==> config.mk <==
export PLATFORM = sky130hd
export DESIGN_NAME = fetch_stage_flat
export DESIGN_NICKNAME = d
export VERILOG_FILES = /design/src/rtl/fetch_stage_if.sv /design/src/rtl/fetch_stage.sv /design/src/flat_wrapper.sv
export SDC_FILE = /design/constraint.sdc
export NUM_CORES = 1
export LEC_CHECK = 0
export ABC_AREA = 1
export BUFFER_PORTS_ARGS = -buffer_cell sky130_fd_sc_hd__clkbuf_2
export CAP_MARGIN = 20
export CORE_ASPECT_RATIO = 0.6
export CORE_MARGIN = 5
export CORE_UTILIZATION = 53
export CTS_BUF_LIST = sky130_fd_sc_hd__clkbuf_8
export DETAILED_ROUTE_END_ITERATION = 10
export PLACE_DENSITY_LB_ADDON = 0.2
export SETUP_SLACK_MARGIN = 0.2
export SLEW_MARGIN = 20
export SYNTH_ARGS = -nofsm -noshare
export SYNTH_HDL_FRONTEND = slang
export SYNTH_SLANG_ARGS = --single-unit
==> constraint.sdc <==
create_clock -name clk -period 5.65 [get_ports clk]
set_clock_uncertainty 0.2 [all_clocks]
set_input_delay 0.8475 -clock clk [delete_from_list [all_inputs] [get_ports clk]]
set_output_delay 0.8475 -clock clk [all_outputs]
set_load 0.005 [all_outputs]
==> src/rtl/fetch_stage_if.sv <==
`default_nettype none
// ============================================================================
//  Module   : fetch_stage_if
//  Purpose  : Bundles the fetch-stage signals: PC, no-op stage handshake,
//             redirect targets, and the IF/ID register outputs.
//  Revision : 1.0  initial release
// ============================================================================
interface fetch_stage_if #(
  parameter int ADDR_W = 32,
  parameter int CNT_W  = 16
);
  logic [ADDR_W-1:0] pc;
  logic [31:0]       instr_in;
  logic              IF_noOp;
  logic              IF_prenoOp;
  logic [1:0]        pc_src;
  logic [ADDR_W-1:0] branch_target;
  logic [ADDR_W-1:0] jump_target;
  logic [ADDR_W-1:0] jr_target;
  logic              flush;
  logic [31:0]       ID_instr;
  logic [ADDR_W-1:0] ID_pc4;
  logic              ID_noOp;
  logic              ID_preNoOp;
  logic [CNT_W-1:0]  stall_count;

  // Driver side: supplies instructions, control and targets
  modport master (
    input  pc, ID_instr, ID_pc4, ID_noOp, ID_preNoOp, stall_count,
    output instr_in, IF_noOp, IF_prenoOp, pc_src, branch_target,
           jump_target, jr_target, flush
  );

  // Fetch stage side
  modport slave (
    output pc, ID_instr, ID_pc4, ID_noOp, ID_preNoOp, stall_count,
    input  instr_in, IF_noOp, IF_prenoOp, pc_src, branch_target,
           jump_target, jr_target, flush
  );
endinterface
`default_nettype wire

==> src/rtl/fetch_stage.sv <==
`default_nettype none
// ============================================================================
//  Module   : fetch_stage
//  Purpose  : Instruction fetch (PC ownership) plus IF/ID pipeline register.
//             Holds or redirects the PC so bubbled instructions are re-fetched
//             and counts the cycles the PC was held (saturating).
//  Revision : 1.0  initial release
// ============================================================================
module fetch_stage #(
  parameter int                ADDR_W   = 32,
  parameter logic [ADDR_W-1:0] RESET_PC = '0,
  parameter int                CNT_W    = 16
) (
  input  wire logic    clk,
  input  wire logic    reset,
  fetch_stage_if.slave bus
);

  localparam logic [31:0] C_NOP = 32'h2000_0000;

  logic [ADDR_W-1:0] r_pc;
  logic [31:0]       r_id_instr;
  logic [ADDR_W-1:0] r_id_pc4;
  logic              r_id_noop;
  logic              r_id_prenoop;
  logic [CNT_W-1:0]  r_stall_cnt;

  logic [ADDR_W-1:0] w_pc4;
  logic [ADDR_W-1:0] w_target;
  logic [ADDR_W-1:0] w_pc_next;
  logic              w_redirect;
  logic              w_hold;

  // pc+4 wraps naturally at the top of the address space
  assign w_pc4      = r_pc + ADDR_W'(4);
  assign w_redirect = (bus.pc_src != 2'b00);
  // A redirect always beats a re-fetch hold (e.g. JR resolving in a bubble slot)
  assign w_hold     = ~w_redirect & (bus.IF_prenoOp | r_id_noop);

  // Select the redirect target and compute the next PC by priority
  always_comb begin
    w_target = w_pc4;
    case (bus.pc_src)
      2'b01:   w_target = bus.branch_target;
      2'b10:   w_target = bus.jump_target;
      2'b11:   w_target = bus.jr_target;
      default: w_target = w_pc4;
    endcase

    w_pc_next = w_pc4;
    if (w_redirect) begin
      w_pc_next = {w_target[ADDR_W-1:2], 2'b00};
    end else if (w_hold) begin
      w_pc_next = r_pc;
    end
  end

  // PC register
  always_ff @(posedge clk or posedge reset) begin
    if (reset) begin
      r_pc <= RESET_PC;
    end else begin
      r_pc <= w_pc_next;
    end
  end

  // IF/ID register; flush squashes the instruction and its bubble flags only
  always_ff @(posedge clk or posedge reset) begin
    if (reset) begin
      r_id_instr   <= C_NOP;
      r_id_pc4     <= '0;
      r_id_noop    <= 1'b0;
      r_id_prenoop <= 1'b0;
    end else begin
      r_id_pc4 <= w_pc4;
      if (bus.flush) begin
        r_id_instr   <= C_NOP;
        r_id_noop    <= 1'b0;
        r_id_prenoop <= 1'b0;
      end else begin
        r_id_instr   <= bus.instr_in;
        r_id_noop    <= bus.IF_noOp;
        r_id_prenoop <= bus.IF_prenoOp;
      end
    end
  end

  // Saturating count of held-PC cycles
  always_ff @(posedge clk or posedge reset) begin
    if (reset) begin
      r_stall_cnt <= '0;
    end else if (w_hold && (r_stall_cnt != {CNT_W{1'b1}})) begin
      r_stall_cnt <= r_stall_cnt + CNT_W'(1);
    end
  end

  assign bus.pc          = r_pc;
  assign bus.ID_instr    = r_id_instr;
  assign bus.ID_pc4      = r_id_pc4;
  assign bus.ID_noOp     = r_id_noop;
  assign bus.ID_preNoOp  = r_id_prenoop;
  assign bus.stall_count = r_stall_cnt;

endmodule
`default_nettype wire

==> src/flat_wrapper.sv <==
// flat-port wrapper written by rule: the top's interface ports become plain ports
module fetch_stage_flat 
#(
  parameter int                ADDR_W   = 32,
  parameter logic [ADDR_W-1:0] RESET_PC = '0,
  parameter int                CNT_W    = 16
)
  (clk, reset, bus_pc, bus_ID_instr, bus_ID_pc4, bus_ID_noOp, bus_ID_preNoOp, bus_stall_count, bus_instr_in, bus_IF_noOp, bus_IF_prenoOp, bus_pc_src, bus_branch_target, bus_jump_target, bus_jr_target, bus_flush);
  fetch_stage_if #(.ADDR_W(ADDR_W), .CNT_W(CNT_W)) bus_i ();
  input  wire logic clk;
  input  wire logic reset;
  output wire logic [$bits(bus_i.pc)-1:0] bus_pc;
  output wire logic [$bits(bus_i.ID_instr)-1:0] bus_ID_instr;
  output wire logic [$bits(bus_i.ID_pc4)-1:0] bus_ID_pc4;
  output wire logic [$bits(bus_i.ID_noOp)-1:0] bus_ID_noOp;
  output wire logic [$bits(bus_i.ID_preNoOp)-1:0] bus_ID_preNoOp;
  output wire logic [$bits(bus_i.stall_count)-1:0] bus_stall_count;
  input wire logic [$bits(bus_i.instr_in)-1:0] bus_instr_in;
  input wire logic [$bits(bus_i.IF_noOp)-1:0] bus_IF_noOp;
  input wire logic [$bits(bus_i.IF_prenoOp)-1:0] bus_IF_prenoOp;
  input wire logic [$bits(bus_i.pc_src)-1:0] bus_pc_src;
  input wire logic [$bits(bus_i.branch_target)-1:0] bus_branch_target;
  input wire logic [$bits(bus_i.jump_target)-1:0] bus_jump_target;
  input wire logic [$bits(bus_i.jr_target)-1:0] bus_jr_target;
  input wire logic [$bits(bus_i.flush)-1:0] bus_flush;
  assign bus_pc = bus_i.pc;
  assign bus_ID_instr = bus_i.ID_instr;
  assign bus_ID_pc4 = bus_i.ID_pc4;
  assign bus_ID_noOp = bus_i.ID_noOp;
  assign bus_ID_preNoOp = bus_i.ID_preNoOp;
  assign bus_stall_count = bus_i.stall_count;
  assign bus_i.instr_in = bus_instr_in;
  assign bus_i.IF_noOp = bus_IF_noOp;
  assign bus_i.IF_prenoOp = bus_IF_prenoOp;
  assign bus_i.pc_src = bus_pc_src;
  assign bus_i.branch_target = bus_branch_target;
  assign bus_i.jump_target = bus_jump_target;
  assign bus_i.jr_target = bus_jr_target;
  assign bus_i.flush = bus_flush;
  fetch_stage #(.ADDR_W(ADDR_W), .RESET_PC(RESET_PC), .CNT_W(CNT_W)) u_core (.clk(clk), .reset(reset), .bus(bus_i));
endmodule
==> out/qor.txt <==
outcome -> finished, final reports clean
Worst R2R End -> u_core.bus.stall_count[14]$_DFFE_PP0P_
P per Cell Area -> 247.1 mW/mm^2
time the worst path needs with I/O delays and setup -> 2.753 ns
post-detail-place hpwl -> 12360 um
Die Y-Extent -> 89.52 um
Post-Route WL -> 15680 um
max-slew violations -> 0
CTS Root Cell -> clkbuf_8
Cells after Synth -> 712
P&R area growth vs syn -> 26.28%
hold endpoint -> u_core.bus.ID_pc4[2]$_DFF_PP0_
CTS sink count -> 110
pre-CTS WS -> 2.516 ns
HP Class -> reg -> reg
per-cell routed wire length -> 14.41 um
clk buf depth -> 2
initial core utilization -> 53.63%
Vias/cell -> 4.811
Main synth FF type -> dfrtp_1
insertion delay to the later sink of the worst-skew pair -> 0.36 ns
final period utilization -> 48.72%
synth unique cells -> 34
relative slew slack -> 29.70%
r2r startpoint -> u_core.bus.ID_noOp$_DFF_PP0_
leading cell type in the layout, fill and taps excluded -> nand2_1
Arr. time, crit path -> 2.87 ns
Lkg Pwr -> 3.972 nW
Post-synth EDFFs -> 0
DR DRC count -> 0
Overall Global Routing Usage -> 24.68%
Die ar. -> 0.01276 mm^2
startpoint types -> primary input
Worst Slack Setup Final -> 2.897 ns
Routed Antenna Nets -> 0
Num CTS Buffers -> 9
vias -> 5234
share of cells above drive strength 1 -> 31.72%
f_max -> 363.3 MHz
Ports -> 249
Post-Syn Area per Cell -> 7.845 um^2
sequential-to-total area share from yosys stat -> 49.31%
Async SR Flop Fraction -> 100.0%
worst hold start -> u_core.bus.pc[2]$_DFFE_PP0P_
violation count after the first detailed-route iteration -> 258
Worst Path Required -> 5.76 ns
initial antenna violation count -> 0
GRT Residual Overflow -> 0
detailed-routing iteration count for the pre-antenna-repair pass -> 5
Worst-path clk slew -> 0.10 ns
Synth Register Bits -> 110
RSZ-0062 raised after global routing -> no
Final Hold Fails -> 0
worst-case reg-to-reg path depth -> 7
Synthesis Warnings -> 0
total negative slack -> 0 ns
most frequent cells in the layout -> nand2_1 (278), clkbuf_2 (238), dfrtp_1 (109)
Layout Nets -> 1081
largest net degree at the start of global routing -> 70
Max VDD drop -> 0.1850 mV
Hold-fix buffers, CTS -> 0
filler cell count -> 919
ant diodes -> 0
PostCTS Resize Cnt -> 0
Cells on Worst Hold Path -> 1
row count -> 29
H-tree levels -> 3
vias in the first global route -> 4849
first-pass GRT wire length -> 24530 um
port buffer count -> 238
postcts setup bufs -> 0
R2R setup slack -> 3.20 ns
Slew @ Worst Pin -> 1.053 ns
CTS tree -> built
crit end category -> register
Setup CP Type -> in -> reg
core area -> 0.01041 mm^2
critical path fanouts, max -> 25
Die X-Extent -> 142.5 um
cell area after synthesis -> 0.005585 mm^2
gpl congestion -> 0.8710
final setup fails -> 0
Max Cap Violations -> 0
## flip-flops by register name, indices dropped and copies added, names as in the netlist
| signal | cells |
|---|---|
| u_core.bus.ID_instr | 32 |
| u_core.bus.ID_pc4 | 30 |
| u_core.bus.pc | 30 |
| u_core.bus.stall_count | 16 |
| u_core.bus.ID_noOp | 1 |
| u_core.bus.ID_preNoOp | 1 |
## worst max-delay path by stage
stage / from / to / cells after the start
detailed placement: bus_pc_src[0] / u_core.bus.stall_count[7]$_DFFE_PP0P_ / 9
floorplan: reset / u_core.bus.ID_instr[0]$_DFF_PP0_ / 1
global placement: bus_pc_src[1] / u_core.bus.stall_count[7]$_DFFE_PP0P_ / 9
global route: bus_pc_src[0] / u_core.bus.stall_count[7]$_DFFE_PP0P_ / 9
CTS: bus_pc_src[0] / u_core.bus.stall_count[11]$_DFFE_PP0P_ / 9
finish: bus_pc_src[0] / u_core.bus.stall_count[14]$_DFFE_PP0P_ / 9
## cell usage after synthesis (7+ instances only)
master    instances  area (um^2)
and2_1            7        43.79
inv_1            63        236.5
nand2_1         278         1044
nor2_1           72        270.3
dfrtp_1         109         2728
clkbuf_1         14        52.55
nand3b_1         10        75.07
nand3_1          42        210.2
xor2_1           14        122.6
a21oi_1          29        145.1
nor2_2           11        68.82
## stage by stage
| stage | cells | cell area [um^2] | total power [mW] | util (%) | hold slack, ns |
|---|---|---|---|---|---|
| 6_report | 1088 | 7053 | 1.743 | 67.73 | 0.3673 |
| 5_1_grt | 1088 | 7053 | 1.847 | 67.73 | 0.4113 |
| 4_1_cts | 1088 | 7053 | 1.759 | 67.73 | 0.3705 |
| 3_5_place_dp | 1072 | 6878 | 1.331 | 66.05 | 0.3425 |
| 3_3_place_gp | 1072 | 6878 | 1.321 | 66.05 | 0.3195 |
| 2_1_floorplan | 715 | 5597 | 1.137 | - | 0.3162 |
## per-layer routing
metal | up-vias | track usage (%) | wire length [um]
li1 | 2632 | - | -
met1 | 2389 | 33.25 | 6683
met2 | 196 | 38.97 | 7043
met3 | 17 | 8.979 | 1789
met4 | 0 | 5.177 | 166
met5 | - | 0 | 0
## cell type report
| type | count | area, um^2 | share of cell area, % |
|---|---|---|---|
| Sequential cell | 110 | 2754 | 39.05 |
| Multi-Input combinational cell | 516 | 2482 | 35.20 |
| Timing Repair Buffer | 242 | 1221 | 17.31 |
| Inverter | 65 | 246.5 | 3.495 |
| Tap cell | 139 | 173.9 | 2.466 |
| Clock buffer | 10 | 137.6 | 1.951 |
| Clock inverter | 6 | 37.54 | 0.5322 |
## where the power goes
part           switching [mW]  total [mW]  internal [mW]
clock                   0.261       0.432          0.171
sequential             0.0801       0.949          0.869
combinational           0.201       0.362          0.161
## cell families after synthesis
logic type / after synthesis / synth area share, %
flops: 110 / 49.31
compound gates: 39 / 3.741
other cells: 1 / 0.06714
buf+inv: 89 / 6.541
xor+xnor: 26 / 4.883
fa+ha+maj: 2 / 0.4480
simple gates: 445 / 35.01
## critical path, stage by stage
cell and delay, ns:
clkbuf_2 0.11, inv_1 0.09, nand2_1 0.10, nor2_2 0.79, buf_4 0.34, nand2_4 0.16
inv_2 0.24, nand2_1 0.11, nand2_1 0.06
(Power assumes the default switching activity.)
